$ cat src/rtl/alu_issue_stage.sv
// Issue stage in front of the 8-bit SISD ALU: 2-entry op queue, ALU drive and registered result/flags.
// Optional stall counter output o_stall_cnt is enabled by defining ALU_ISSUE_STALL_CNT_EN.
module alu_issue_stage #(
  parameter int WIDTH = 8,
  parameter int TAG_W = 3
) (
  input  logic             i_clk,
  input  logic             i_rst_n,
  input  logic             i_valid,
  output logic             o_ready,
  input  logic [WIDTH-1:0] i_s1,
  input  logic [WIDTH-1:0] i_s2,
  input  logic [2:0]       i_func,
  input  logic [TAG_W-1:0] i_tag,
  output logic [WIDTH-1:0] o_alu_s1,
  output logic [WIDTH-1:0] o_alu_s2,
  output logic [2:0]       o_alu_func,
  output logic             o_alu_en,
  input  logic [WIDTH-1:0] i_alu_result,
  input  logic             i_alu_carry,
  output logic             o_valid,
  input  logic             i_ready,
  output logic [WIDTH-1:0] o_result,
  output logic [TAG_W-1:0] o_tag,
  output logic             o_zero,
  output logic             o_negative,
  output logic             o_overflow
`ifdef ALU_ISSUE_STALL_CNT_EN
  ,
  output logic [15:0]      o_stall_cnt
`endif
);

  typedef struct packed {
    logic [WIDTH-1:0] s1;
    logic [WIDTH-1:0] s2;
    logic [2:0]       func;
    logic [TAG_W-1:0] tag;
  } op_t;

  op_t        q [2];
  op_t        head;
  op_t        new_op;
  logic [1:0] count;
  logic [1:0] tail;
  logic       push;
  logic       issue;

  // NOTE: every always_comb output gets a default first, so no path can infer a latch.
  always_comb begin
    o_ready    = (count < 2'd2);
    issue      = (count != 2'd0) && (!o_valid || i_ready);
    push       = i_valid && o_ready;
    tail       = count - {1'b0, issue};
    new_op     = '{s1: i_s1, s2: i_s2, func: i_func, tag: i_tag};
    head       = (count == 2'd0) ? '0 : q[0];
    o_alu_en   = issue;
    o_alu_s1   = head.s1;
    o_alu_s2   = head.s2;
    o_alu_func = head.func;
  end

  // NOTE: the queue storage is small and its cleared state is visible on the ALU
  // inputs, so it is reset like ordinary flops rather than left uninitialised.
  always_ff @(posedge i_clk or negedge i_rst_n) begin
    if (!i_rst_n) begin
      q[0]  <= '0;
      q[1]  <= '0;
      count <= 2'd0;
    end else begin
      // NOTE: non-blocking assignments; the later push write deliberately overrides the shift.
      if (issue) begin
        q[0] <= q[1];
        q[1] <= '0;
      end
      if (push) q[tail[0]] <= new_op;
      count <= count + {1'b0, push} - {1'b0, issue};
    end
  end

  // Output register: loads on issue, otherwise only the valid bit drops on consumption.
  always_ff @(posedge i_clk or negedge i_rst_n) begin
    if (!i_rst_n) begin
      o_valid    <= 1'b0;
      o_result   <= '0;
      o_tag      <= '0;
      o_zero     <= 1'b0;
      o_negative <= 1'b0;
      o_overflow <= 1'b0;
    end else if (issue) begin
      o_valid    <= 1'b1;
      o_result   <= i_alu_result;
      o_tag      <= q[0].tag;
      o_zero     <= (i_alu_result == '0);
      o_negative <= i_alu_result[WIDTH-1];
      o_overflow <= i_alu_carry;
    end else if (i_ready) begin
      o_valid    <= 1'b0;
    end
  end

`ifdef ALU_ISSUE_STALL_CNT_EN
  // Counts cycles where work is queued but writeback back-pressure blocks issue.
  always_ff @(posedge i_clk or negedge i_rst_n) begin
    if (!i_rst_n) begin
      o_stall_cnt <= 16'd0;
    end else if ((count != 2'd0) && !issue && (o_stall_cnt != 16'hFFFF)) begin
      o_stall_cnt <= o_stall_cnt + 16'd1;
    end
  end
`endif

endmodule

$ cat config.mk
export PLATFORM = sky130hd
export DESIGN_NAME = alu_issue_stage
export DESIGN_NICKNAME = d
export VERILOG_FILES = /design/src/rtl/alu_issue_stage.sv
export SDC_FILE = /design/constraint.sdc
export NUM_CORES = 1
export LEC_CHECK = 0
export CAP_MARGIN = 25
export CORE_ASPECT_RATIO = 1.25
export CORE_MARGIN = 2
export CORE_UTILIZATION = 54
export CTS_BUF_LIST = sky130_fd_sc_hd__clkbuf_4 sky130_fd_sc_hd__clkbuf_8 sky130_fd_sc_hd__clkbuf_16
export CTS_CLUSTER_SIZE = 16
export DETAILED_ROUTE_END_ITERATION = 12
export GPL_TIMING_DRIVEN = 1
export PLACE_DENSITY = 0.88
export SLEW_MARGIN = 20
export SYNTH_ARGS = -nofsm -noshare
export SYNTH_HDL_FRONTEND = slang
export SYNTH_SLANG_ARGS = --single-unit
$ cat constraint.sdc
create_clock -name i_clk -period 5.05 [get_ports i_clk]
set_clock_uncertainty 0.05 [all_clocks]
set_input_delay 0.7575 -clock i_clk [delete_from_list [all_inputs] [get_ports i_clk]]
set_output_delay 0.7575 -clock i_clk [all_outputs]
set_load 0.02 [all_outputs]
=== Yosys cells after proc, flatten, opt, wreduce, memory -nomap -nowiden ===
Index checks and enable logic that the tools add are counted.
Widths: inputs -> output; s select.

* $add $sub $neg: 3
* Order comparisons: 3
* Mux-type cells: 8
* Bitwise operators: 1
* Reduce and logical (&&, ||, !) cells: 9

{| class="wikitable"
|+ Operators with widths
! operator !! count
|-
| $mux 44 || 2
|-
| $bwmux 44 || 1
|-
| $mux 22 || 2
|-
| $demux 22 s1 || 1
|-
| $logic_not 8->1 || 1
|-
| $reduce_bool 2->1 || 2
|-
| $logic_and 1x1->1 || 3
|-
| $add 2x1->2 || 1
|-
| $ge 2x2->1 const B || 1
|-
| $logic_not 2->1 || 1
|-
| $lt 2x1->1 const B || 1
|-
| $lt 2x2->1 const B || 1
|-
| $mux 1 || 2
|-
| $not 1->2 || 1
|-
| $sub 2x1->2 || 1
|-
| $logic_not 1->1 || 1
|-
| $logic_or 1x1->1 || 1
|-
| $sub 1x1->1 || 1
|}

* Register bits after elaboration: 61
* Output and inout port bits: 36

=== Logic depth before layout (Yosys ltp) ===
* Depth in word-level cells: 11
* Mapped depth: 9
* Gate-level depth less buffers: 7

=== Least setup slack after synthesis ===
Ideal clock, no wire load.

* Kind: input to register
* Start: input port i_ready
* End: register count[1]
* Library setup time: 0.123 ns
* Arrival time: 1.915 ns
* Required time: 4.877 ns
* Slack: 2.961 ns
* Cell stages on the path: 9
* Path buffers: 2
* Cells stage by stage: nor2b_1 -> buf_4 -> nor2_4 -> buf_6 -> ha_1 -> inv_1 -> ha_1 -> xnor2_1 -> xnor2_1

* Word-level cells in the longest chain between the ends: 3

{| class="wikitable"
|+ Ends and longest elaborated chain
! what !! line !! RTL
|-
| start, declared || 22 || <nowiki>input logic i_ready,</nowiki>
|-
| $logic_or 1x1->1 || 52 || <nowiki>issue = (count != 2'd0) && (!o_valid || i_ready);</nowiki>
|-
| $logic_and 1x1->1 || 52 ||
|-
| named net o_alu_en || 18 || <nowiki>output logic o_alu_en,</nowiki>
|-
| $sub 2x1->2 || 77 || <nowiki>count <= count + {1'b0, push} - {1'b0, issue};</nowiki>
|-
| end signal, assigned || 77 ||
|-
| end, declared || 44 || <nowiki>logic [1:0] count;</nowiki>
|}

The timed path passes the listed nets, and every way through them passes these cells.
A chain may end at the register's enable or synchronous reset.

=== Worst setup path in the final report ===
* Start: input port i_ready
* End: output port o_alu_en

* Word-level cells in the longest chain between the ends: 2

{| class="wikitable"
|+ Ends and longest elaborated chain
! what !! line
|-
| $logic_or 1x1->1 || 52
|-
| $logic_and 1x1->1 || 52
|-
| end, declared || 18
|}

Every way passes these cells.

==> out/qor.txt <==
CP Cell Sequence: clkdlybuf4s50_1 > nor2b_2 > buf_4 > nor2_4 > clkdlybuf4s50_1
residual DRC count: 0
Yosys reg bits: 60
antenna cell count: 0
Multi-input gate area: 1200 sq um
status: completed
Core Area: 5410 sq um
Die ar.: 6170 sq um
vias in the first global route: 2,569
post-synthesis sequential area ratio: 50.1%
hold path cells: 1
fin area: 3850 sq um
Placement Rows: 30
flop2flop setup slack: 2.85 ns
die width: 70.7 um
Routed WL: 7240 um
Routed Antenna Nets: 0
PortBufs: 70
GPL Wtd Cong: 0.738
ratio of cells with drive above 1 in the final layout: 7.82%
Worst Reg-to-Reg Cells: 4
RSZ-0062 raised after global routing: no
H-Tree Level Count: 3
max-slew violation count: 0
initial antenna violation count: 0
Slew @ Worst Pin: 1.05 ns
postcts setup bufs: 0
Detailed Place HPWL: 4370 um
reg2reg end: q[18]
most used cell, CP: clkdlybuf4s50_1
Max Cap Viol: 0
Slew headroom: 30.0%
Root Driver: clkbuf_8
RR Startpoint: count[1]
critical path peak fanout: 46
Post-synth ARST share: 100%
first-pass GRT wire length: 12,100 um
Pwr per Cell Area: 617 nW/um^2
worst skew pair latency: 0.34 ns
CTS Buf Count: 9
Sinks on Clock Net: 60
gr usage total: 25.2%
critical path arrival: 2.63 ns
starting density of the core: 55.5%
final setup vio count: 0
Final nets: 390
Pre-antenna DRT Iters: 4
fmax: 291 MHz
mean post-synth cell area: 10.1 sq um
DP Area: 3610 sq um
slowest stage delay, CP: 0.69 ns
cell count after synthesis: 297
Starting DRT DRC Count: 331
Fin. Hold Viols: 0
Worst Hold Class: reg2reg
Mapped Nets: 334
Ys Warns: 0
Mapped Area: 3000 sq um
Register Area: 1500 sq um
largest net degree at the start of global routing: 61
TritonCTS clock tree: yes
Setup CP Type: in2out
setup TNS: 0 ns
Post-synth EDFFs: 0
most common cell after layout, fill and taps aside: clkdlybuf4s50_1
Clk pwr share: 22.0%
CP Capture Type: output pin
Internal: 1.47 mW
hold path endpoint: o_result[2]
sequential power share: 31.8%
vias post-DR: 2,445
post-synth cell types: 29
clock transition at the registers of the reported paths: 0.07 ns
most frequent cells in the layout: 69 x clkdlybuf4s50_1, 60 x dfrtp_1, 44 x o21ai_0, 24 x inv_1
CP max stage cell: clkdlybuf4s50_1
Comb pwr share: 46.3%
Peak VDD IR: 0.337 mV
buffer and inverter count on the worst path: 3
via/cell ratio: 5.79
Startpoint Class: input port
CP Data Required Time: 4.24 ns
hold path start: o_result[2]
Sw Ratio: 38.1%
filler instances: 387
WL per Instance: 17.2 um
Largest delay share family, worst path: buffers and inverters
Leakage: 1.62 nW
ys flop type: dfrtp_1
P_sw: 0.905 mW
I/O pins: 71
fin crit period: 3.44 ns
Chip Height: 87.3 um
Syn-to-layout area delta: 28.5%
WHS: 0.438 ns
Tcrit/Tclk final: 68.2%
post_cts resized: 0
Clock Path Buffers: 2
CTS Hold Buffers Added: 0
Remaining Overflow, GRT: 0
==> stage by stage <==
step	std cells	setup WS, ns	util [%]	power (mW)
finish	422	1.61	71.3	2.38
global route	422	1.50	71.3	2.51
CTS	422	1.61	71.3	2.38
detailed placement	406	1.60	66.9	1.85
global placement	406	1.64	66.9	1.81
floorplan	297	2.96	-	1.45
==> power by group through the flow <==
stage	clock, mW	sequential (mW)	combinational, mW
floorplan	0	0.795	0.652
global placement	0	0.749	1.06
detailed placement	0	0.761	1.09
CTS	0.528	0.752	1.10
global route	0.554	0.772	1.19
finish	0.522	0.755	1.10
==> layout make-up <==
type / count / area share (%)
multi-input cells: 182 / 31.2
well taps: 64 / 2.08
flip-flops and latches: 60 / 39.0
inverters: 24 / 2.34
repair buffers: 76 / 19.2
clock buffers: 9 / 3.21
clock inverters: 7 / 2.99
==> registers in the layout, indices dropped and copies added, names as in the netlist <==
name,cells
o_zero,1
q,44
o_valid,1
o_tag,3
o_overflow,1
count,2
o_result,8
==> worst max-delay path by stage <==
| stage | startpoint | end | slack [ns] | depth (start not counted) |
|---|---|---|---|---|
| after floorplan | i_ready | count[1] | 2.96 | 9 |
| after global placement | i_ready | o_alu_en | 1.64 | 5 |
| after detailed placement | i_ready | o_alu_en | 1.60 | 5 |
| after CTS | i_ready | o_alu_en | 1.61 | 5 |
| after global routing | i_ready | o_alu_en | 1.50 | 5 |
| final | i_ready | o_alu_en | 1.61 | 5 |
==> per-layer routing <==
layer	global-route usage [%]	share of wire, %
met1	31.6	43
met2	41.9	49
met3	3.94	5.6
met4	13.6	2.4
met5	0	0
==> kinds of logic (layout without fill, tap and decap cells) <==
logic type / Yosys count / after routing / share of synthesized area, %
buffers and inverters: 55 / 116 / 10.0
XOR/XNOR: 2 / 2 / 0.584
adder cells (fa/ha/maj): 2 / 2 / 0.834
AND/OR/NAND/NOR: 77 / 77 / 14.6
flip-flops: 60 / 60 / 50.1
AO/OA/AOI/OAI: 67 / 67 / 12.1
multiplexers: 34 / 34 / 11.8
==> synthesized netlist by cell type (2+ instances only) <==
master	number	share of area (%)
a31oi_1	22	4.6
and2_1	19	4.0
buf_1	2	0.25
buf_12	2	1.3
buf_2	7	1.2
buf_4	4	1.0
buf_6	5	1.9
clkbuf_1	11	1.4
dfrtp_1	60	50
ha_1	2	0.83
inv_1	24	3.0
mux2_1	12	4.5
mux2i_1	22	7.3
nand2_1	2	0.25
nand2b_1	2	0.42
nand3_1	22	3.7
nor3_1	22	3.7
nor4_1	2	0.42
o21ai_0	44	7.3
xnor2_1	2	0.58
Power figures use the tool's default switching activity.
